File: src/rtl/color_crasher_pkg.sv
// rtl/color_crasher_pkg.sv - shared playfield types, grid constants and DDaver cell test
package color_crasher_pkg;

    typedef logic [11:0] color_t;
    typedef logic [3:0]  cell_t;

    localparam int GRID_COLS      = 16;
    localparam int GRID_ROWS      = 12;
    localparam int BSIZE          = 40;
    localparam int DDAVER_ROWS    = 5;
    localparam int DDAVER_COLS    = 6;
    localparam int DDAVER_MIN_COL = 4;

    // DDavers sit on odd rows and even columns from DDAVER_MIN_COL; col is 5 bits so 16 stays distinct
    function automatic logic is_ddaver_cell(input cell_t row, input logic [4:0] col);
        logic [4:0] dcol;
        logic [3:0] drow;
        dcol = (col >> 1) - 5'd2;
        drow = row >> 1;
        return row[0] && !col[0] && (col >= 5'(DDAVER_MIN_COL)) &&
               (dcol < 5'(DDAVER_COLS)) && (drow < 4'(DDAVER_ROWS));
    endfunction

endpackage

File: src/rtl/bullet_bill_scheduler_if.sv
// rtl/bullet_bill_scheduler_if.sv - fire request/response handshake between game logic and scheduler
interface bullet_bill_scheduler_if;
    import color_crasher_pkg::*;

    logic   fire_req;
    color_t fire_color;
    cell_t  blockieee;
    logic   fire_ack;
    logic   fire_nack;

    modport master (output fire_req, fire_color, blockieee, input fire_ack, fire_nack);
    modport slave  (input fire_req, fire_color, blockieee, output fire_ack, fire_nack);

endinterface

File: src/rtl/tick_divider.sv
// rtl/tick_divider.sv - free-running movement tick divider, frozen while en is low
module tick_divider #(
    parameter int MOVE_DIV = 12_500_000
) (
    input  logic clk,
    input  logic rst,
    input  logic en,
    output logic tick
);
    localparam int CW = (MOVE_DIV > 1) ? $clog2(MOVE_DIV) : 1;

    logic [CW-1:0] cnt_q, cnt_d;
    logic          at_end;

    assign at_end = (cnt_q == CW'(MOVE_DIV - 1));
    assign tick   = en && at_end;

    always_comb begin
        cnt_d = cnt_q;
        if (en) cnt_d = at_end ? '0 : cnt_q + 1'b1;
    end

    always_ff @(posedge clk) begin
        if (rst) cnt_q <= '0;
        else     cnt_q <= cnt_d;
    end

endmodule

File: src/rtl/bullet_bill_scheduler.sv
// rtl/bullet_bill_scheduler.sv - bullet slot allocation, per-tick movement sweep and DDaver hit detection
module bullet_bill_scheduler
    import color_crasher_pkg::*;
#(
    parameter int NUM_BULLETS = 3,
    parameter int GRID_COLS   = 16,
    parameter int GRID_ROWS   = 12,
    parameter int FIRE_COL    = 2,
    parameter int MOVE_DIV    = 12_500_000
) (
    input  logic                                            clk,
    input  logic                                            rst,
    input  logic                                            run,
    bullet_bill_scheduler_if.slave                          fire,
    input  logic [DDAVER_ROWS-1:0][DDAVER_COLS-1:0][11:0]   ddavers,
    output logic [NUM_BULLETS-1:0][11:0]                    bullet_color,
    output logic [NUM_BULLETS-1:0][3:0]                     bullet_x,
    output logic [NUM_BULLETS-1:0][3:0]                     bullet_y,
    output logic                                            hit_valid,
    output logic [2:0]                                      hit_row,
    output logic [2:0]                                      hit_col,
    output logic                                            busy
);
    localparam int IW = (NUM_BULLETS > 1) ? $clog2(NUM_BULLETS) : 1;
    localparam logic [0:0] S_IDLE = 1'b0;
    localparam logic [0:0] S_STEP = 1'b1;

    logic [0:0]                   state_q, state_d;
    logic [IW-1:0]                idx_q, idx_d;
    logic                         tick_pend_q, tick_pend_d;
    logic                         armed_q, armed_d;
    logic [NUM_BULLETS-1:0][11:0] col_q, col_d;
    logic [NUM_BULLETS-1:0][3:0]  x_q, x_d;
    logic [NUM_BULLETS-1:0][3:0]  y_q, y_d;

    logic          tick;
    logic          free_found;
    logic [IW-1:0] free_idx;
    logic [4:0]    nx;
    cell_t         cy;
    logic [2:0]    dcol;
    logic          hit_cand;
    logic          ack, nack, hit;

    tick_divider #(.MOVE_DIV(MOVE_DIV)) u_tick (
        .clk  (clk),
        .rst  (rst),
        .en   (run),
        .tick (tick)
    );

    // Lowest-numbered free slot wins allocation
    always_comb begin
        free_found = 1'b0;
        free_idx   = '0;
        for (int i = NUM_BULLETS - 1; i >= 0; i--) begin
            if (col_q[i] == '0) begin
                free_found = 1'b1;
                free_idx   = IW'(i);
            end
        end
    end

    assign nx       = {1'b0, x_q[idx_q]} + 5'd1;
    assign cy       = y_q[idx_q];
    assign dcol     = 3'(nx[4:1] - 4'd2);
    assign hit_cand = is_ddaver_cell(cy, nx) && (ddavers[cy[3:1]][dcol] != '0);

    always_comb begin
        state_d     = state_q;
        idx_d       = idx_q;
        tick_pend_d = tick_pend_q;
        armed_d     = armed_q;
        col_d       = col_q;
        x_d         = x_q;
        y_d         = y_q;
        ack         = 1'b0;
        nack        = 1'b0;
        hit         = 1'b0;

        if (!fire.fire_req) armed_d = 1'b1;

        case (state_q)
            S_IDLE: begin
                if (tick || tick_pend_q) begin
                    state_d     = S_STEP;
                    idx_d       = '0;
                    tick_pend_d = 1'b0;
                end else if (armed_q && fire.fire_req) begin
                    armed_d = 1'b0;
                    if (!run || fire.fire_color == '0 ||
                        {1'b0, fire.blockieee} >= 5'(GRID_ROWS) || !free_found) begin
                        nack = 1'b1;
                    end else begin
                        ack             = 1'b1;
                        col_d[free_idx] = fire.fire_color;
                        x_d[free_idx]   = 4'(FIRE_COL);
                        y_d[free_idx]   = fire.blockieee;
                    end
                end
            end
            default: begin
                if (tick) tick_pend_d = 1'b1;
                if (col_q[idx_q] != '0) begin
                    if (nx == 5'(GRID_COLS) || hit_cand) begin
                        hit          = (nx != 5'(GRID_COLS));
                        col_d[idx_q] = '0;
                        x_d[idx_q]   = '0;
                        y_d[idx_q]   = '0;
                    end else begin
                        x_d[idx_q] = nx[3:0];
                    end
                end
                if (idx_q == IW'(NUM_BULLETS - 1)) state_d = S_IDLE;
                else                               idx_d   = idx_q + 1'b1;
            end
        endcase
    end

    always_ff @(posedge clk) begin
        if (rst) begin
            state_q     <= S_IDLE;
            idx_q       <= '0;
            tick_pend_q <= 1'b0;
            armed_q     <= 1'b1;
            col_q       <= '0;
            x_q         <= '0;
            y_q         <= '0;
        end else begin
            state_q     <= state_d;
            idx_q       <= idx_d;
            tick_pend_q <= tick_pend_d;
            armed_q     <= armed_d;
            col_q       <= col_d;
            x_q         <= x_d;
            y_q         <= y_d;
        end
    end

    // Pulses are decided combinationally; masking with rst keeps them quiet during a mid-sweep reset
    assign fire.fire_ack  = ack && !rst;
    assign fire.fire_nack = nack && !rst;
    assign hit_valid      = hit && !rst;
    assign hit_row        = cy[3:1];
    assign hit_col        = dcol;
    assign busy           = (state_q == S_STEP);
    assign bullet_color   = col_q;
    assign bullet_x       = x_q;
    assign bullet_y       = y_q;

endmodule
File: src/flat_wrapper.sv
// flat-port wrapper written by rule: the top's interface ports become plain ports
module bullet_bill_scheduler_flat import color_crasher_pkg::*;
#(
    parameter int NUM_BULLETS = 3,
    parameter int GRID_COLS   = 16,
    parameter int GRID_ROWS   = 12,
    parameter int FIRE_COL    = 2,
    parameter int MOVE_DIV    = 12_500_000
)
  (clk, rst, run, ddavers, bullet_color, bullet_x, bullet_y, hit_valid, hit_row, hit_col, busy, fire_fire_req, fire_fire_color, fire_blockieee, fire_fire_ack, fire_fire_nack);
  bullet_bill_scheduler_if fire_i ();
  input  logic clk;
  input  logic rst;
  input  logic run;
  input  logic [DDAVER_ROWS-1:0][DDAVER_COLS-1:0][11:0] ddavers;
  output logic [NUM_BULLETS-1:0][11:0] bullet_color;
  output logic [NUM_BULLETS-1:0][3:0] bullet_x;
  output logic [NUM_BULLETS-1:0][3:0] bullet_y;
  output logic hit_valid;
  output logic [2:0] hit_row;
  output logic [2:0] hit_col;
  output logic busy;
  input wire logic [$bits(fire_i.fire_req)-1:0] fire_fire_req;
  input wire logic [$bits(fire_i.fire_color)-1:0] fire_fire_color;
  input wire logic [$bits(fire_i.blockieee)-1:0] fire_blockieee;
  output wire logic [$bits(fire_i.fire_ack)-1:0] fire_fire_ack;
  output wire logic [$bits(fire_i.fire_nack)-1:0] fire_fire_nack;
  assign fire_i.fire_req = fire_fire_req;
  assign fire_i.fire_color = fire_fire_color;
  assign fire_i.blockieee = fire_blockieee;
  assign fire_fire_ack = fire_i.fire_ack;
  assign fire_fire_nack = fire_i.fire_nack;
  bullet_bill_scheduler #(.NUM_BULLETS(NUM_BULLETS), .GRID_COLS(GRID_COLS), .GRID_ROWS(GRID_ROWS), .FIRE_COL(FIRE_COL), .MOVE_DIV(MOVE_DIV)) u_core (.clk(clk), .rst(rst), .run(run), .fire(fire_i), .ddavers(ddavers), .bullet_color(bullet_color), .bullet_x(bullet_x), .bullet_y(bullet_y), .hit_valid(hit_valid), .hit_row(hit_row), .hit_col(hit_col), .busy(busy));
endmodule
File: config.mk
export PLATFORM = sky130hd
export DESIGN_NAME = bullet_bill_scheduler_flat
export DESIGN_NICKNAME = d
export VERILOG_FILES = /design/src/rtl/color_crasher_pkg.sv /design/src/rtl/bullet_bill_scheduler_if.sv /design/src/rtl/tick_divider.sv /design/src/rtl/bullet_bill_scheduler.sv /design/src/flat_wrapper.sv
export SDC_FILE = /design/constraint.sdc
export NUM_CORES = 1
export LEC_CHECK = 0
export BUFFER_PORTS_ARGS = -buffer_cell sky130_fd_sc_hd__buf_2
export CELL_PAD_IN_SITES_DETAIL_PLACEMENT = 1
export CELL_PAD_IN_SITES_GLOBAL_PLACEMENT = 1
export CORE_AREA = 2 2 176 178
export DETAILED_ROUTE_END_ITERATION = 6
export DIE_AREA = 0 0 178 180
export GPL_ROUTABILITY_DRIVEN = 0
export MAX_ROUTING_LAYER = met4
export PLACE_DENSITY = 0.69
export SLEW_MARGIN = 20
export SYNTH_ARGS = -nofsm -noshare
export SYNTH_HDL_FRONTEND = slang
export SYNTH_HIERARCHICAL = 1
export SYNTH_SLANG_ARGS = --single-unit
File: constraint.sdc
create_clock -name clk -period 9.45 [get_ports clk]
set_clock_uncertainty 0.2 [all_clocks]
set_input_delay 1.89 -clock clk [delete_from_list [all_inputs] [get_ports clk]]
set_output_delay 1.89 -clock clk [all_outputs]
set_load 0.03 [all_outputs]
==> metrics.cfg <==
[run_status]
status = completed

[synth]
avgSynthCellArea_um2 = 8.24
yosys.area.top_type = dfxtp_1
synth-seq-cells = 89
synth_top_cell_area_share_pct = 23.1
async_reset_ff_share_pct = 0
netlist_top_cells_count = 156 x nand2_1, 89 x dfxtp_1, 57 x nor2_1
synth_seq_area_share_pct = 23.1
synthFlopType = dfxtp_1
syn-num-nets = 1326
yosysUniqueCellTypes = 77
synthTopCellsByArea = dfxtp_1 23%, mux4_2 12%, nand2_1 7.6%
synth_cells = 937
yosys_warnings = 6
yosysMostFrequentCell = nand2_1
netlist_area_um2 = 7720
synth_edf_count = 0

[pwr]
power.density_nw_per_um2 = 241
ir_drop_v = 0.000183
leakagePower_nw = 4.35

[routing]
wl_um = 44900
vias_per_cell = 5.58
drtAntennaViolNets = 0
drt_pre_antenna_iters = 5
drt_iter0_markers = 605
wl_per_cell_um = 25.7
route.detailed.drc = 0
num_vias = 9739

[worst_setup_path]
end_kind = output pin
rr_startpoint = u_core/idx_q[1]
worstPathCellList = nor2b_1, nand2_1, o21ai_1, ha_4, and2_1, a31oi_1, a41o_1, nor4_1, a22oi_1, nor3_4, nor3_1, buf_2
startpoint = u_core/idx_q[1]
cp_top_family = simple AND/OR/NAND/NOR gates
critical_path_arrival_ps = 5790
required_ps = 7360
critPathLaunchType = register
path_buf_inv = 1
path_max_fanout = 73
cpPeakStageDelay_ps = 850
crit_type = register to output pin
cp_slowest_cell = and2_1

[sta]
fmax_ghz = 0.127
timing.slew.headroom_pct = 27.4
fin_crit_sh_pct = 83.3
finalMaxSlewViolations = 0
worst_pin_slew_ps = 1090
setup_ws_ps = 1570
final.min_clock_period_ps = 7880
setup_tns_ps = 0
hold_violations = 0
rsz0062_at_grt = no
setup_violations = 0

[grt]
grt_overflow = 0
grt_max_degree = 79
grt-busiest-layer = met2
use_met3_pct = 5.82
grt_pass1_vias = 9661
grt_first_pass_wirelength_um = 63300
antenna_found_initial = 17
grt_util_all_layers_pct = 27.2
grt_use_met2_pct = 45.2
met1_usage_pct = 32.9

[cts]
clock_latency_ps = 350
cts.path.max_buffers = 2
cts_tree = yes
cts_made_buffers = 9
hold_buffers = 0
postCtsSetupBuffers = 0
h-tree-depth = 3
cts_resized = 0
clock-root-buffer = clkbuf_16
clk_pin_slew_ps = 70
cts_sinks = 89

[die]
die_area_um2 = 32000
die_y_um = 180
core_area_um2 = 30200
num_rows = 64
die_w_um = 178
io_pins = 450
start_util_pct = 25.6

[place]
pre_cts_ws_ps = 2010
io_buffers = 449
hpwl_um = 36000

[worst_hold_path]
min_path_type = register to register
worstHoldStart = u_core/bullet_color[21]

[finish]
nets = 1720
n_fill_cell = 3746
syn_to_final_growth_pct = 36.9
drive_gt1_share_pct = 41.2

[run]
maxCapViolCount = 0

[power breakdown]
part	internal, mW	total [mW]	switching, mW
clock network	0.245	0.403	0.157
logic	0.577	1.67	1.09
registers	0.430	0.478	0.0485
[worst register-to-register path: stages, from the launching register on]
cell	delay (ps)
dfxtp_1	760
nor2b_1	580
nand2_1	120
o21ai_1	330
ha_1	320
xor2_2	480
inv_1	500
nor2_1	670
o21ai_0	320
a32oi_1	530
nor3_4	180
a2111oi_4	950
o21ai_0	280
[final timing paths]
kind	to	slack, ps	cells after the start
hold reg to reg	u_core/bullet_color[21]	270	2
hold / removal	u_core/bullet_color[21]	270	2
setup reg to reg	u_core/bullet_color[23]	3060	12
setup / recovery	hit_valid	1570	12
[metrics by stage]
stage	area, um2	hold WS (ps)	std cells	power (mW)	utilization, %
floorplan	7720	252	937	1.62	-
global placement	10200	252	1716	2.12	33.8
detailed placement	10200	254	1716	2.13	33.8
CTS	10500	273	1731	2.54	34.9
global route	10600	299	1745	2.68	35.0
finish	10600	270	1746	2.55	35.0
[kinds of logic (layout without fill, tap and decap cells)]
logic type	count (synthesis)	in the layout	share of synthesized area (%)
other	0	15	0
buffers and inverters	96	494	6.06
adder cells (fa/ha/maj)	9	9	1.46
AO/OA/AOI/OAI	272	272	25.7
AND/OR/NAND/NOR	363	363	23.3
flip-flops	89	89	23.1
XOR/XNOR	16	16	1.91
multiplexers	92	92	18.5
[final cells by class]
type / count / area [um2] / share of cell area [%]
Antenna cell: 15 / 37.5 / 0.355
Clock buffer: 11 / 253 / 2.39
Clock inverter: 4 / 76.3 / 0.722
Inverter: 19 / 76.3 / 0.722
Multi-Input combinational cell: 752 / 5520 / 52.2
Sequential cell: 89 / 1780 / 16.9
Tap cell: 396 / 495 / 4.69
Timing Repair Buffer: 460 / 2330 / 22.1
[routing by layer]
| metal | vias to the layer above | part of all wire, % | wire length [um] |
|---|---|---|---|
| li1 | 4427 | - | - |
| met1 | 4820 | 40 | 18100 |
| met2 | 445 | 49 | 22200 |
| met3 | 47 | 8.1 | 3640 |
| met4 | 0 | 2.3 | 1040 |
| met5 | - | 0 | 0 |
[cells in the final DEF, fill, tap and decap left out, types with 10 or more instances in the layout]
cell type,count
buf_2,449
nand2_1,156
dfxtp_1,89
nor2_1,55
o21ai_0,47
mux2i_1,46
a32oi_1,41
mux4_2,40
a21oi_1,31
nor2b_1,27
nand3_1,26
o31ai_1,24
diode_2,15
inv_1,15
nor4_1,15
nor3_1,15
a31oi_1,14
xor2_1,13
o211ai_1,13
buf_4,11
nand4_1,11
and2_1,10
a211oi_1,10
o41ai_1,10
[registers in the layout (all words and copies together) (netlist names)]
register             count
u_core/bullet_color     36
u_core/u_tick/cnt_q     24
u_core/bullet_x         12
u_core/bullet_y         12
u_core/idx_q             2
u_core/armed_q           1
u_core/busy              1
u_core/tick_pend_q       1
(Power assumes the default switching activity.)
